[config.mk]
export PLATFORM = sky130hd
export DESIGN_NAME = cpu_mem_responder
export DESIGN_NICKNAME = d
export VERILOG_FILES = /design/src/rtl/arch_defs_pkg.sv /design/src/rtl/mem_addr_decoder.sv /design/src/rtl/cpu_mem_responder.sv
export SDC_FILE = /design/constraint.sdc
export NUM_CORES = 1
export LEC_CHECK = 0
export BUFFER_PORTS_ARGS = -buffer_cell sky130_fd_sc_hd__clkbuf_2
export CAP_MARGIN = 30
export CORE_UTILIZATION = 47
export DETAILED_ROUTE_END_ITERATION = 6
export PLACE_DENSITY = 0.93
export SLEW_MARGIN = 10
export SYNTH_ARGS = -nofsm -noshare
export SYNTH_HDL_FRONTEND = slang
export SYNTH_SLANG_ARGS = --single-unit
[constraint.sdc]
create_clock -name clk -period 7.2 [get_ports clk]
set_input_delay 1.8 -clock clk [delete_from_list [all_inputs] [get_ports clk]]
set_output_delay 1.8 -clock clk [all_outputs]
set_load 0.02 [all_outputs]
[src/rtl/arch_defs_pkg.sv]
// arch_defs_pkg: memory map constants, region and responder state types
package arch_defs_pkg;
  localparam logic [15:0] DEF_RAM_TOP   = 16'h0FFF;
  localparam logic [15:0] DEF_MMIO_BASE = 16'hE000;
  localparam logic [15:0] DEF_ROM_BASE  = 16'hF000;
  typedef enum logic [1:0] {REG_RAM, REG_ROM, REG_MMIO, REG_NONE} mem_region_t;
  typedef enum logic [1:0] {IDLE, MEM_RESP, MMIO_WAIT, MMIO_RESP} resp_state_t;
endpackage

[src/rtl/mem_addr_decoder.sv]
// mem_addr_decoder: maps a CPU address to its region and the offset within it
module mem_addr_decoder
  import arch_defs_pkg::*;
#(
  parameter int ADDR_WIDTH = 16,
  parameter logic [ADDR_WIDTH-1:0] RAM_TOP   = DEF_RAM_TOP,
  parameter logic [ADDR_WIDTH-1:0] MMIO_BASE = DEF_MMIO_BASE,
  parameter logic [ADDR_WIDTH-1:0] ROM_BASE  = DEF_ROM_BASE
) (
  input  logic [ADDR_WIDTH-1:0] address,
  output mem_region_t           region,
  output logic [ADDR_WIDTH-1:0] offset
);
  localparam logic [ADDR_WIDTH-1:0] MMIO_TOP = MMIO_BASE + ADDR_WIDTH'(15);
  always_comb begin
    region = address >= ROM_BASE ? REG_ROM :
             (address >= MMIO_BASE && address <= MMIO_TOP) ? REG_MMIO :
             address <= RAM_TOP ? REG_RAM : REG_NONE;
    offset = region == REG_ROM  ? address - ROM_BASE :
             region == REG_MMIO ? address - MMIO_BASE :
             region == REG_RAM  ? address : '0;
  end
endmodule

[src/rtl/cpu_mem_responder.sv]
// cpu_mem_responder: decodes CPU byte-bus requests to RAM/ROM/MMIO and returns read data one cycle later
module cpu_mem_responder
  import arch_defs_pkg::*;
#(
  parameter int ADDR_WIDTH = 16,
  parameter int DATA_WIDTH = 8,
  parameter logic [ADDR_WIDTH-1:0] RAM_TOP   = DEF_RAM_TOP,
  parameter logic [ADDR_WIDTH-1:0] MMIO_BASE = DEF_MMIO_BASE,
  parameter logic [ADDR_WIDTH-1:0] ROM_BASE  = DEF_ROM_BASE,
  parameter int MMIO_TIMEOUT = 8
) (
  input  logic                  clk,
  input  logic                  reset,
  input  logic                  cpu_mem_read,
  input  logic                  cpu_mem_write,
  input  logic [ADDR_WIDTH-1:0] cpu_mem_address,
  input  logic [DATA_WIDTH-1:0] cpu_mem_wdata,
  output logic [DATA_WIDTH-1:0] cpu_mem_rdata,
  output logic                  cpu_mem_rvalid,
  output logic                  cpu_mem_ready,
  output logic [ADDR_WIDTH-1:0] ram_addr,
  output logic                  ram_we,
  output logic [DATA_WIDTH-1:0] ram_wdata,
  input  logic [DATA_WIDTH-1:0] ram_rdata,
  output logic [ADDR_WIDTH-1:0] rom_addr,
  input  logic [DATA_WIDTH-1:0] rom_rdata,
  output logic                  mmio_req,
  output logic                  mmio_we,
  output logic [3:0]            mmio_addr,
  output logic [DATA_WIDTH-1:0] mmio_wdata,
  input  logic [DATA_WIDTH-1:0] mmio_rdata,
  input  logic                  mmio_ack,
  output logic                  bus_err,
  input  logic                  err_clear
);
  localparam int CW = $clog2(MMIO_TIMEOUT + 1);
  resp_state_t state, state_nx;
  mem_region_t region, region_q;
  logic [ADDR_WIDTH-1:0] offset;
  logic [3:0] off_q;
  logic we_q, accept, timeout, err_set;
  logic [DATA_WIDTH-1:0] wdata_q, rdata_q, mem_mux;
  logic [CW-1:0] cnt;
  mem_addr_decoder #(
    .ADDR_WIDTH(ADDR_WIDTH), .RAM_TOP(RAM_TOP), .MMIO_BASE(MMIO_BASE), .ROM_BASE(ROM_BASE)
  ) u_dec (
    .address(cpu_mem_address),
    .region (region),
    .offset (offset)
  );
  assign cpu_mem_ready  = state == IDLE || state == MEM_RESP;
  assign accept         = cpu_mem_ready && (cpu_mem_read || cpu_mem_write);
  assign timeout        = state == MMIO_WAIT && !mmio_ack && cnt == CW'(MMIO_TIMEOUT - 1);
  assign mem_mux        = region_q == REG_RAM ? ram_rdata : region_q == REG_ROM ? rom_rdata : '1;
  assign cpu_mem_rdata  = state == MEM_RESP ? mem_mux : rdata_q;
  assign cpu_mem_rvalid = state == MEM_RESP || (state == MMIO_RESP && !we_q);
  assign ram_addr       = offset;
  assign ram_we         = accept && cpu_mem_write && region == REG_RAM;
  assign ram_wdata      = cpu_mem_wdata;
  assign rom_addr       = cpu_mem_address;
  assign mmio_req       = state == MMIO_WAIT;
  assign mmio_we        = we_q;
  assign mmio_addr      = off_q;
  assign mmio_wdata     = wdata_q;
  always_comb begin
    state_nx = state;
    err_set  = 1'b0;
    case (state)
      IDLE, MEM_RESP: begin
        state_nx = IDLE;
        if (accept) begin
          // read+write together is served as a write but still flagged
          err_set  = (cpu_mem_read && cpu_mem_write) || region == REG_NONE ||
                     (region == REG_ROM && cpu_mem_write);
          state_nx = region == REG_MMIO ? MMIO_WAIT : cpu_mem_write ? IDLE : MEM_RESP;
        end
      end
      MMIO_WAIT: begin
        state_nx = mmio_ack ? MMIO_RESP : timeout ? IDLE : MMIO_WAIT;
        err_set  = timeout;
      end
      default: state_nx = IDLE;
    endcase
  end
  always_ff @(posedge clk or negedge reset)
    if (!reset) state <= IDLE;
    else state <= state_nx;
  always_ff @(posedge clk or negedge reset)
    if (!reset) begin
      region_q <= REG_NONE;
      off_q    <= '0;
      we_q     <= 1'b0;
      wdata_q  <= '0;
      rdata_q  <= '0;
      cnt      <= '0;
      bus_err  <= 1'b0;
    end else begin
      bus_err <= err_set || (bus_err && !err_clear);
      cnt     <= state == MMIO_WAIT ? cnt + 1'b1 : '0;
      if (accept) begin
        region_q <= region;
        off_q    <= offset[3:0];
        we_q     <= cpu_mem_write;
        wdata_q  <= cpu_mem_wdata;
      end
      // rdata_q keeps the last response visible after rvalid drops
      if (state == MEM_RESP) rdata_q <= mem_mux;
      else if (state == MMIO_WAIT && mmio_ack && !we_q) rdata_q <= mmio_rdata;
      else if (timeout && !we_q) rdata_q <= '1;
    end
endmodule

==> results.ini <==
[synth]
synth-seq-cells = 30
syn_area_sq_um = 1966
yosys.cell_types.count = 45
synth_edf_count = 0
synth_top_area_share_pct = 35.65
postSynthAreaPerCell_sq_um = 10.08
async_flop_share_pct = 100.0
synth_top_cell_by_area = dfrtp_1
syn-num-nets = 254
netlist_instances = 195
ys.flop_type = dfrtp_1
yosys-top-cells-area = dfrtp_1 36%, buf_4 9.2%, mux2i_1 6.6%, mux2_2 4.6%, o221a_2 4.6%
yosysSeqAreaShare_pct = 38.32
yosys_warnings = 0

[cells_and_area]
final_area_sq_um = 2506
drive_gt1_share_pct = 52.74
nets = 350
synthToLayoutAreaGrowth_pct = 27.50
regArea_sq_um = 753.2
instances_no_fill = 342
n_fill_cell = 352
multiInputGateArea_sq_um = 980.9
n_antenna_cell = 0
fin_util_pct = 62.65

[power_and_ir_drop]
netSwitchingPower_mw = 0.1995
irDropWorstVdd_mv = 0.1505
pwr-share-comb_pct = 36.3
power_mw = 0.5611
power.internal_mw = 0.3617
power_leakage_nw = 1.315
p_per_area_nw_per_um2 = 223.9
seq_power_share_pct = 39.2
p_sw_share_pct = 35.55
pwr-share-clk_pct = 24.5

[worst_setup_path]
critPathMaxFanout = 17
setup.worst_path.start = cpu_mem_address[12]
r2r_end = rdata_q[7]
cp-end-kind = output port
ff2ff_path_depth = 5
crit_required_ns = 5.40
critical_path_class = input pin to output port
critPathLaunchType = input pin
r2r_slack_ns = 5.42
worstReg2RegStart = cnt[0]
worstPathArrival_ns = 3.57

[placed_design]
placed_cells = 334
hpwl_um = 3699
port_buffers = 119
gp_congestion = 0.7733
placed_area_sq_um = 2415
dpl_worst_slack_ns = 1.885

[flow_run]
maxCapViolCount = 0

[global_route]
grt_max_degree = 31
grt_use_met1_pct = 25.05
antenna_found_initial = 0
globalRouteOverflowTotal = 0
grt_pass1_vias = 1625
grt_pass1_wl_um = 7134
track_usage_pct = 21.42
grt_use_met2_pct = 36.24
grt-busiest-layer = met2
use_met3_pct = 6.336

[sta]
rsz0062_at_grt = false
period_minus_slack_ns = 5.365
period_share_pct = 74.52
tns_ns = 0
fmax_ghz = 0.1864
finClkSkew_ns = 0.005175
setup_ws_ns = 1.835
finalHoldViolations = 0
slew_headroom_pct = 41.61
hold_ws_ns = 0.4688
tightest_slew_ns = 0.8752
slew_viol_final = 0
setup_viol = 0

[die]
design.core.area_sq_um = 4000
rows = 23
fp.dieW_um = 66.67
ios = 120
start_util_pct = 49.14
design.die.area_sq_um = 4445
die_y_um = 66.67

[drt]
vias_per_cell = 5.330
drc = 0
wirelength_um = 4803
vias = 1823
dr.pass1.iters = 4
antenna_left = 0
drt_iter0_drc = 63
wl_per_cell_um = 14.04

[cts]
cts_setup_buffers = 0
cts_buffers = 5
clockBufferDepth = 2
postCtsResizedCells = 0
hold_buffers = 0
cts_tree = yes
htreeDepth = 2
clock_latency_ns = 0.28
root_buffer = clkbuf_8
clk_pin_slew_ns = 0.06
clkSinkCount = 30

[worst_hold_path]
min_from = cnt[0]
min_to = cnt[0]
timing.hold.worst.class = register to register
min_path_cells = 1

[outcome]
status = complete, no violations

==> sequential cells by signal (all words and copies together) (netlist names) <==
signal / flops
mmio_wdata: 8
cnt: 4
state: 2
rdata_q: 8
mmio_addr: 4
region_q: 2
bus_err: 1
mmio_we: 1
==> how the worst max path moves through the flow <==
stage / depth (start not counted) / endpoint
final: 7 / ram_addr[4]
after global routing: 7 / ram_addr[2]
after global placement: 7 / ram_addr[3]
after detailed placement: 7 / ram_addr[4]
after CTS: 7 / ram_addr[4]
after floorplan: 6 / ram_addr[13]
==> power by group through the flow <==
stage	clock network, mW	logic [mW]	registers (mW)
after global routing	0.148	0.219	0.223
final	0.137	0.204	0.220
after detailed placement	0	0.204	0.223
after floorplan	0	0.129	0.231
after CTS	0.142	0.205	0.220
after global placement	0	0.200	0.220
==> Yosys cell counts, types with 3 or more instances <==
cell type / count
buf_4: 24
o21a_1: 8
a21boi_2: 5
o31ai_1: 3
nand2_1: 14
o221a_2: 8
dfrtp_1: 28
a21boi_1: 8
mux2i_1: 13
nor2_1: 11
nand3_1: 3
a21oi_1: 7
mux2_2: 8
o21ai_0: 3
nand2b_1: 4
inv_1: 6
ha_1: 5
==> layout make-up <==
cell class | count | area share, %
flip-flops and latches | 30 | 30.05
clock inverters | 1 | 0.1997
multi-input cells | 129 | 39.14
inverters | 6 | 0.8987
well taps | 50 | 2.496
clock buffers | 7 | 3.445
repair buffers | 119 | 23.76
==> cells in the final DEF (no fill, tap or decap), types with 2 or more instances in the layout <==
cell        n
nand2_1    14
o31ai_1     3
o221a_2     8
a21o_1      2
dfstp_2     2
clkbuf_2  119
o21ai_0     3
mux2_2      8
clkbuf_8    6
ha_1        5
nor3_1      2
a21boi_1    8
a21oi_1     7
nor4_1      2
a21boi_2    5
inv_1       6
nor2_1     11
dfrtp_1    28
o21a_1      8
and2_1      2
nand2b_1    4
nor2b_1     2
nand3_1     3
and3_1      2
mux2i_1    13
==> worst max-delay path, cell delays in order <==
cell and delay (ns):
clkbuf_2 0.11, inv_1 0.13, ha_1 0.21, a21boi_1 0.30
o31a_1 0.65, a21boi_1 0.16, clkbuf_2 0.20
==> routing by layer <==
| layer | wire, um | vias up |
|---|---|---|
| met1 | 1981 | 851 |
| met5 | 0 | - |
| met2 | 2387 | 79 |
| met4 | 81 | 0 |
| met3 | 352 | 12 |
| li1 | - | 881 |
==> cells by family (layout without fill, tap and decap cells) <==
| group | after synthesis | after routing | share of synthesized area, % |
|---|---|---|---|
| buffers and inverters | 36 | 133 | 11.97 |
| muxes | 21 | 21 | 11.20 |
| adders and majority gates | 5 | 5 | 3.183 |
| and+or+nand+nor | 46 | 46 | 11.78 |
| DFF | 30 | 30 | 38.32 |
| xor gates and xnor gates | 2 | 2 | 0.8913 |
| AOI/OAI and AO/OA | 55 | 55 | 22.66 |
(Power assumes the default switching activity.)
